--- config.mk ---
export PLATFORM = sky130hd
export DESIGN_NAME = pipe_stage_reg
export DESIGN_NICKNAME = d
export VERILOG_FILES = /design/src/rtl/pipe_stage_reg.sv
export SDC_FILE = /design/constraint.sdc
export NUM_CORES = 1
export LEC_CHECK = 0
export CORE_MARGIN = 4
export CORE_UTILIZATION = 49
export DETAILED_ROUTE_END_ITERATION = 16
export GPL_TIMING_DRIVEN = 0
export HOLD_SLACK_MARGIN = 0.03
export MAX_ROUTING_LAYER = met4
export PLACE_DENSITY = 0.8
export SETUP_SLACK_MARGIN = 0.2
export SLEW_MARGIN = 20
export SYNTH_ARGS = -nofsm -noshare
export SYNTH_HDL_FRONTEND = slang
export SYNTH_SLANG_ARGS = --single-unit
--- constraint.sdc ---
create_clock -name i_clk -period 2.3 [get_ports i_clk]
set_input_delay 0.46 -clock i_clk [delete_from_list [all_inputs] [get_ports i_clk]]
set_output_delay 0.46 -clock i_clk [all_outputs]
set_load 0.01 [all_outputs]
--- src/rtl/pipe_stage_reg.sv ---
// Reusable pipeline-stage register with a valid/ready handshake and a two-entry skid buffer.
// It supports a flush that injects a NOP bubble and keeps a saturating stall-cycle counter.
module pipe_stage_reg #(
    parameter int               CTRL_W    = 16,
    parameter int               DATA_W    = 128,
    parameter int               INSTR_W   = 32,
    parameter logic [INSTR_W-1:0] NOP_INSTR = 32'h0000_0013,
    parameter int               CNT_W     = 16
) (
    input  logic               i_clk,
    input  logic               i_reset,
    input  logic               i_flush,
    input  logic               i_valid,
    output logic               o_ready,
    input  logic [CTRL_W-1:0]  i_ctrl,
    input  logic [DATA_W-1:0]  i_data,
    input  logic [INSTR_W-1:0] i_instr,
    output logic               o_valid,
    input  logic               i_ready,
    output logic [CTRL_W-1:0]  o_ctrl,
    output logic [DATA_W-1:0]  o_data,
    output logic [INSTR_W-1:0] o_instr,
    output logic [CNT_W-1:0]   o_stall_cnt
);

    localparam logic [1:0] S_EMPTY = 2'd0;
    localparam logic [1:0] S_BUSY  = 2'd1;
    localparam logic [1:0] S_FULL  = 2'd2;

    logic [1:0]         state_q, state_d;
    logic [CTRL_W-1:0]  main_ctrl_q, main_ctrl_d;
    logic [DATA_W-1:0]  main_data_q, main_data_d;
    logic [INSTR_W-1:0] main_instr_q, main_instr_d;
    logic [CTRL_W-1:0]  skid_ctrl_q, skid_ctrl_d;
    logic [DATA_W-1:0]  skid_data_q, skid_data_d;
    logic [INSTR_W-1:0] skid_instr_q, skid_instr_d;
    logic [CNT_W-1:0]   cnt_q, cnt_d;
    logic               in_fire, out_fire;

    // Both handshake outputs decode from state only, so upstream ready never sees i_ready.
    assign o_ready     = (state_q != S_FULL);
    assign o_valid     = (state_q != S_EMPTY);
    assign o_ctrl      = main_ctrl_q;
    assign o_data      = main_data_q;
    assign o_instr     = main_instr_q;
    assign o_stall_cnt = cnt_q;

    assign in_fire  = i_valid & o_ready;
    assign out_fire = o_valid & i_ready;

    always_comb begin
        state_d      = state_q;
        main_ctrl_d  = main_ctrl_q;
        main_data_d  = main_data_q;
        main_instr_d = main_instr_q;
        skid_ctrl_d  = skid_ctrl_q;
        skid_data_d  = skid_data_q;
        skid_instr_d = skid_instr_q;
        if (i_flush) begin
            state_d      = S_EMPTY;
            main_ctrl_d  = '0;
            main_data_d  = '0;
            main_instr_d = NOP_INSTR;
            skid_ctrl_d  = '0;
            skid_data_d  = '0;
            skid_instr_d = NOP_INSTR;
        end else begin
            case (state_q)
                S_EMPTY: begin
                    if (in_fire) begin
                        state_d      = S_BUSY;
                        main_ctrl_d  = i_ctrl;
                        main_data_d  = i_data;
                        main_instr_d = i_instr;
                    end
                end
                S_BUSY: begin
                    if (in_fire && out_fire) begin
                        main_ctrl_d  = i_ctrl;
                        main_data_d  = i_data;
                        main_instr_d = i_instr;
                    end else if (in_fire) begin
                        state_d      = S_FULL;
                        skid_ctrl_d  = i_ctrl;
                        skid_data_d  = i_data;
                        skid_instr_d = i_instr;
                    end else if (out_fire) begin
                        // Drained main shows a harmless NOP with all enables low.
                        state_d      = S_EMPTY;
                        main_ctrl_d  = '0;
                        main_data_d  = '0;
                        main_instr_d = NOP_INSTR;
                    end
                end
                S_FULL: begin
                    if (out_fire) begin
                        state_d      = S_BUSY;
                        main_ctrl_d  = skid_ctrl_q;
                        main_data_d  = skid_data_q;
                        main_instr_d = skid_instr_q;
                        skid_ctrl_d  = '0;
                        skid_data_d  = '0;
                        skid_instr_d = NOP_INSTR;
                    end
                end
                default: begin
                    state_d      = S_EMPTY;
                    main_ctrl_d  = '0;
                    main_data_d  = '0;
                    main_instr_d = NOP_INSTR;
                    skid_ctrl_d  = '0;
                    skid_data_d  = '0;
                    skid_instr_d = NOP_INSTR;
                end
            endcase
        end
    end

    always_comb begin
        cnt_d = cnt_q;
        if (!i_flush && o_valid && !i_ready && (cnt_q != {CNT_W{1'b1}}))
            cnt_d = cnt_q + CNT_W'(1);
    end

    always_ff @(posedge i_clk) begin
        if (i_reset) begin
            state_q      <= S_EMPTY;
            main_ctrl_q  <= '0;
            main_data_q  <= '0;
            main_instr_q <= NOP_INSTR;
            skid_ctrl_q  <= '0;
            skid_data_q  <= '0;
            skid_instr_q <= NOP_INSTR;
            cnt_q        <= '0;
        end else begin
            state_q      <= state_d;
            main_ctrl_q  <= main_ctrl_d;
            main_data_q  <= main_data_d;
            main_instr_q <= main_instr_d;
            skid_ctrl_q  <= skid_ctrl_d;
            skid_data_q  <= skid_data_d;
            skid_instr_q <= skid_instr_d;
            cnt_q        <= cnt_d;
        end
    end

endmodule

==> qor.txt <==
Status -> complete, no violations
CTS Hold Bufs -> 0
# setup viols final -> 0
H-tree lvl count -> 2
M1 WL -> 21,800 um
Maximum vdd drop -> 561 uV
Setup tns final -> 0 ns
GP Congestion -> 0.915
Final Total Pwr -> 0.0151 W
Pre-Repair DR Iteration Count -> 9
Most frequent cells in the layout -> clkdlybuf4s50_1 (370), dfxtp_1 (370), a21oi_1 (186), nand2_1 (186), nor2_1 (184)
Slew Limit Fails -> 0
Count of unique library cells instantiated by Yosys -> 48
Layout cells sized above 1 -> 8.13%
Max-capacitance violation count -> 0
Critical-path top delay cell -> dfxtp_1
Clk root buf -> clkbuf_16
RSZ-0062 raised after global routing -> yes
Top layer in use -> met4
Hold WC Path Type -> input pin to register
Final period util -> 89.1%
CP max FO -> 10
Max incr delay on CP -> 0.31 ns
Largest net degree at the start of global routing -> 15
Clock insertion delay at the later pin of the skew report -> 0.52 ns
Register bit total from synthesis -> 370
Worst setup EP type -> primary output
Die W -> 182 um
Async set-reset flop share out of synthesis -> 0%
Metal2 WL -> 24,900 um
Worst-Margin Slew -> 0.607 ns
Global-route wire length before repair -> 82,800 um
Routed Antenna Nets -> 0
Tot GR Track Use -> 31.4%
Port Buffers -> 374
Maximum buffer depth of the clock tree -> 3
Die Area -> 0.0329 mm^2
Non-Filler Instances -> 2,526
Final Hold Viols -> 0
CTS buffer count -> 39
Register-to-Register Path Depth -> 7
Crit-path cells -> buf_6 -> or2_1 -> buf_4 -> clkdlybuf4s15_2
Leakage -> 6.86 nW
Reg clk slew, reported paths -> 0.06 ns
Worst Clk Skew -> 0.0135 ns
Post-Syn Area -> 0.0148 mm^2
DR vias/cell -> 6.23
DRT Wirelength -> 53,900 um
Kind of critical path -> register to primary output
Dpl cells -> 2,447
HPWL Detailed -> 37,900 um
Initial cell density of the core -> 49.8%
Req. time, crit path -> 1.84 ns
Die height -> 182 um
Worst Hold Path Cells -> 3
I/O pins -> 375
CTS tree -> yes
Initial drt markers -> 1,963
Vias in the first global route -> 15,047
Final core occ -> 69.2%
Top achievable clock speed -> 0.488 GHz
Syn Inst Count -> 1,683
Max_slew headroom -> 59.6%
# clock sinks -> 370
DRC Markers -> 0
Setup crit start kind -> register
Register area share after synthesis -> 50.2%
Core Region -> 0.0296 mm^2
Total grt overflow -> 0
Std-Cell Rows -> 63
PwrDens -> 737 mW/mm^2
Final Critical Period -> 2.05 ns
Pre-CTS setup slack -> -0.586 ns
Layout area overhead -> 39.1%
Avg WL per Cell -> 21.3 um
Syn avg cell area -> 8.76 um^2
Post-synth net total -> 1,865
Initial antenna violation count -> 6
Final WS setup -> 0.250 ns
EDFF count, synth -> 0
Via count -> 15,743
Most used flip-flop cell after synthesis -> dfxtp_1
Worst Path Arrival -> 1.59 ns
Met3 routed WL -> 4620 um
Fin nets -> 2,284
Yosys warns -> 0
cells by family (layout without fill, tap and decap cells):
group / Yosys count / count (layout) / share of synthesized area (%)
AO/OA/AOI/OAI: 519 / 519 / 26.2
other: 0 / 7 / 0
flip-flops: 370 / 370 / 50.2
adder cells (fa/ha/maj): 1 / 1 / 0.0848
AND/OR/NAND/NOR: 593 / 593 / 17.5
buffers and inverters: 196 / 642 / 5.75
multiplexers: 4 / 4 / 0.297
power breakdown:
part | internal, W | switching (W) | leakage, nW
sequential | 0.00653 | 0.0000763 | 3.00
clock | 0.00409 | 0.00260 | 0.668
combinational | 0.000849 | 0.000970 | 3.20
Yosys cell counts (3+ instances only):
cell / count / area share, %
a211oi_1: 6 / 0.31
a21oi_1: 187 / 6.3
a222oi_1: 47 / 3.2
a22oi_1: 126 / 6.4
a32o_1: 126 / 8.6
and2_1: 3 / 0.13
buf_1: 10 / 0.25
buf_2: 57 / 1.9
buf_4: 3 / 0.15
buf_6: 4 / 0.31
clkbuf_1: 113 / 2.9
dfxtp_1: 370 / 50
inv_1: 9 / 0.23
mux2_2: 3 / 0.23
nand2_1: 186 / 4.7
nand3_1: 179 / 6.1
nand4_1: 6 / 0.25
nor2_1: 184 / 4.7
nor2b_1: 7 / 0.30
nor3_1: 3 / 0.10
nor4_1: 5 / 0.21
o21ai_0: 7 / 0.24
o31ai_1: 6 / 0.31
or3_1: 3 / 0.13
or4_1: 6 / 0.31
sequential cells by signal (all words and copies together), names as in the netlist:
register      cells
skid_instr_q     32
o_stall_cnt      16
state_q           2
skid_ctrl_q      16
o_data          128
skid_data_q     128
o_instr          32
o_ctrl           16
per-stage QoR:
step                hold WS [ns]  cell area, um^2
floorplan                  0.431            14800
global placement           0.437            19000
detailed placement         0.443            19000
CTS                        0.452            20400
global route               0.428            20500
finish                     0.416            20500
final cells by class:
type | count | area, um^2
diodes | 7 | 17.5
plain buffers | 187 | 881
clock buffers | 51 | 1110
clock inverters | 17 | 248
fillers | 2373 | 9120
inverters | 9 | 33.8
multi-input cells | 1117 | 6530
flip-flops and latches | 370 | 7410
well taps | 390 | 488
repair buffers | 378 | 3790
routing by layer:
layer / track usage (%) / vias up
li1: - / 7097
met1: 40.7 / 7587
met2: 48.6 / 907
met3: 5.19 / 152
met4: 14.0 / 0
met5: - / -
final timing paths:
check | startpoint | to | slack [ns]
setup / recovery | state_q[1] | o_valid | 0.25
hold / removal | i_ready | state_q[1] | 0.42
setup reg to reg | state_q[0] | o_data[121] | 0.29
hold reg to reg | skid_ctrl_q[8] | skid_ctrl_q[8] | 0.45
worst max-delay path: cells and delay by family, from the launching register on:
kind | cells | cell delay, ns
flip-flops | 1 | 0.31
AND/OR/NAND/NOR | 1 | 0.23
buffers and inverters | 3 | 0.54
timing repair:
item                       CTS  global route
gates resized for setup     15            61
setup buffers                4             0
pin swaps                    2             1
setup endpoints to repair  288           241
Power figures use the tool's default switching activity.
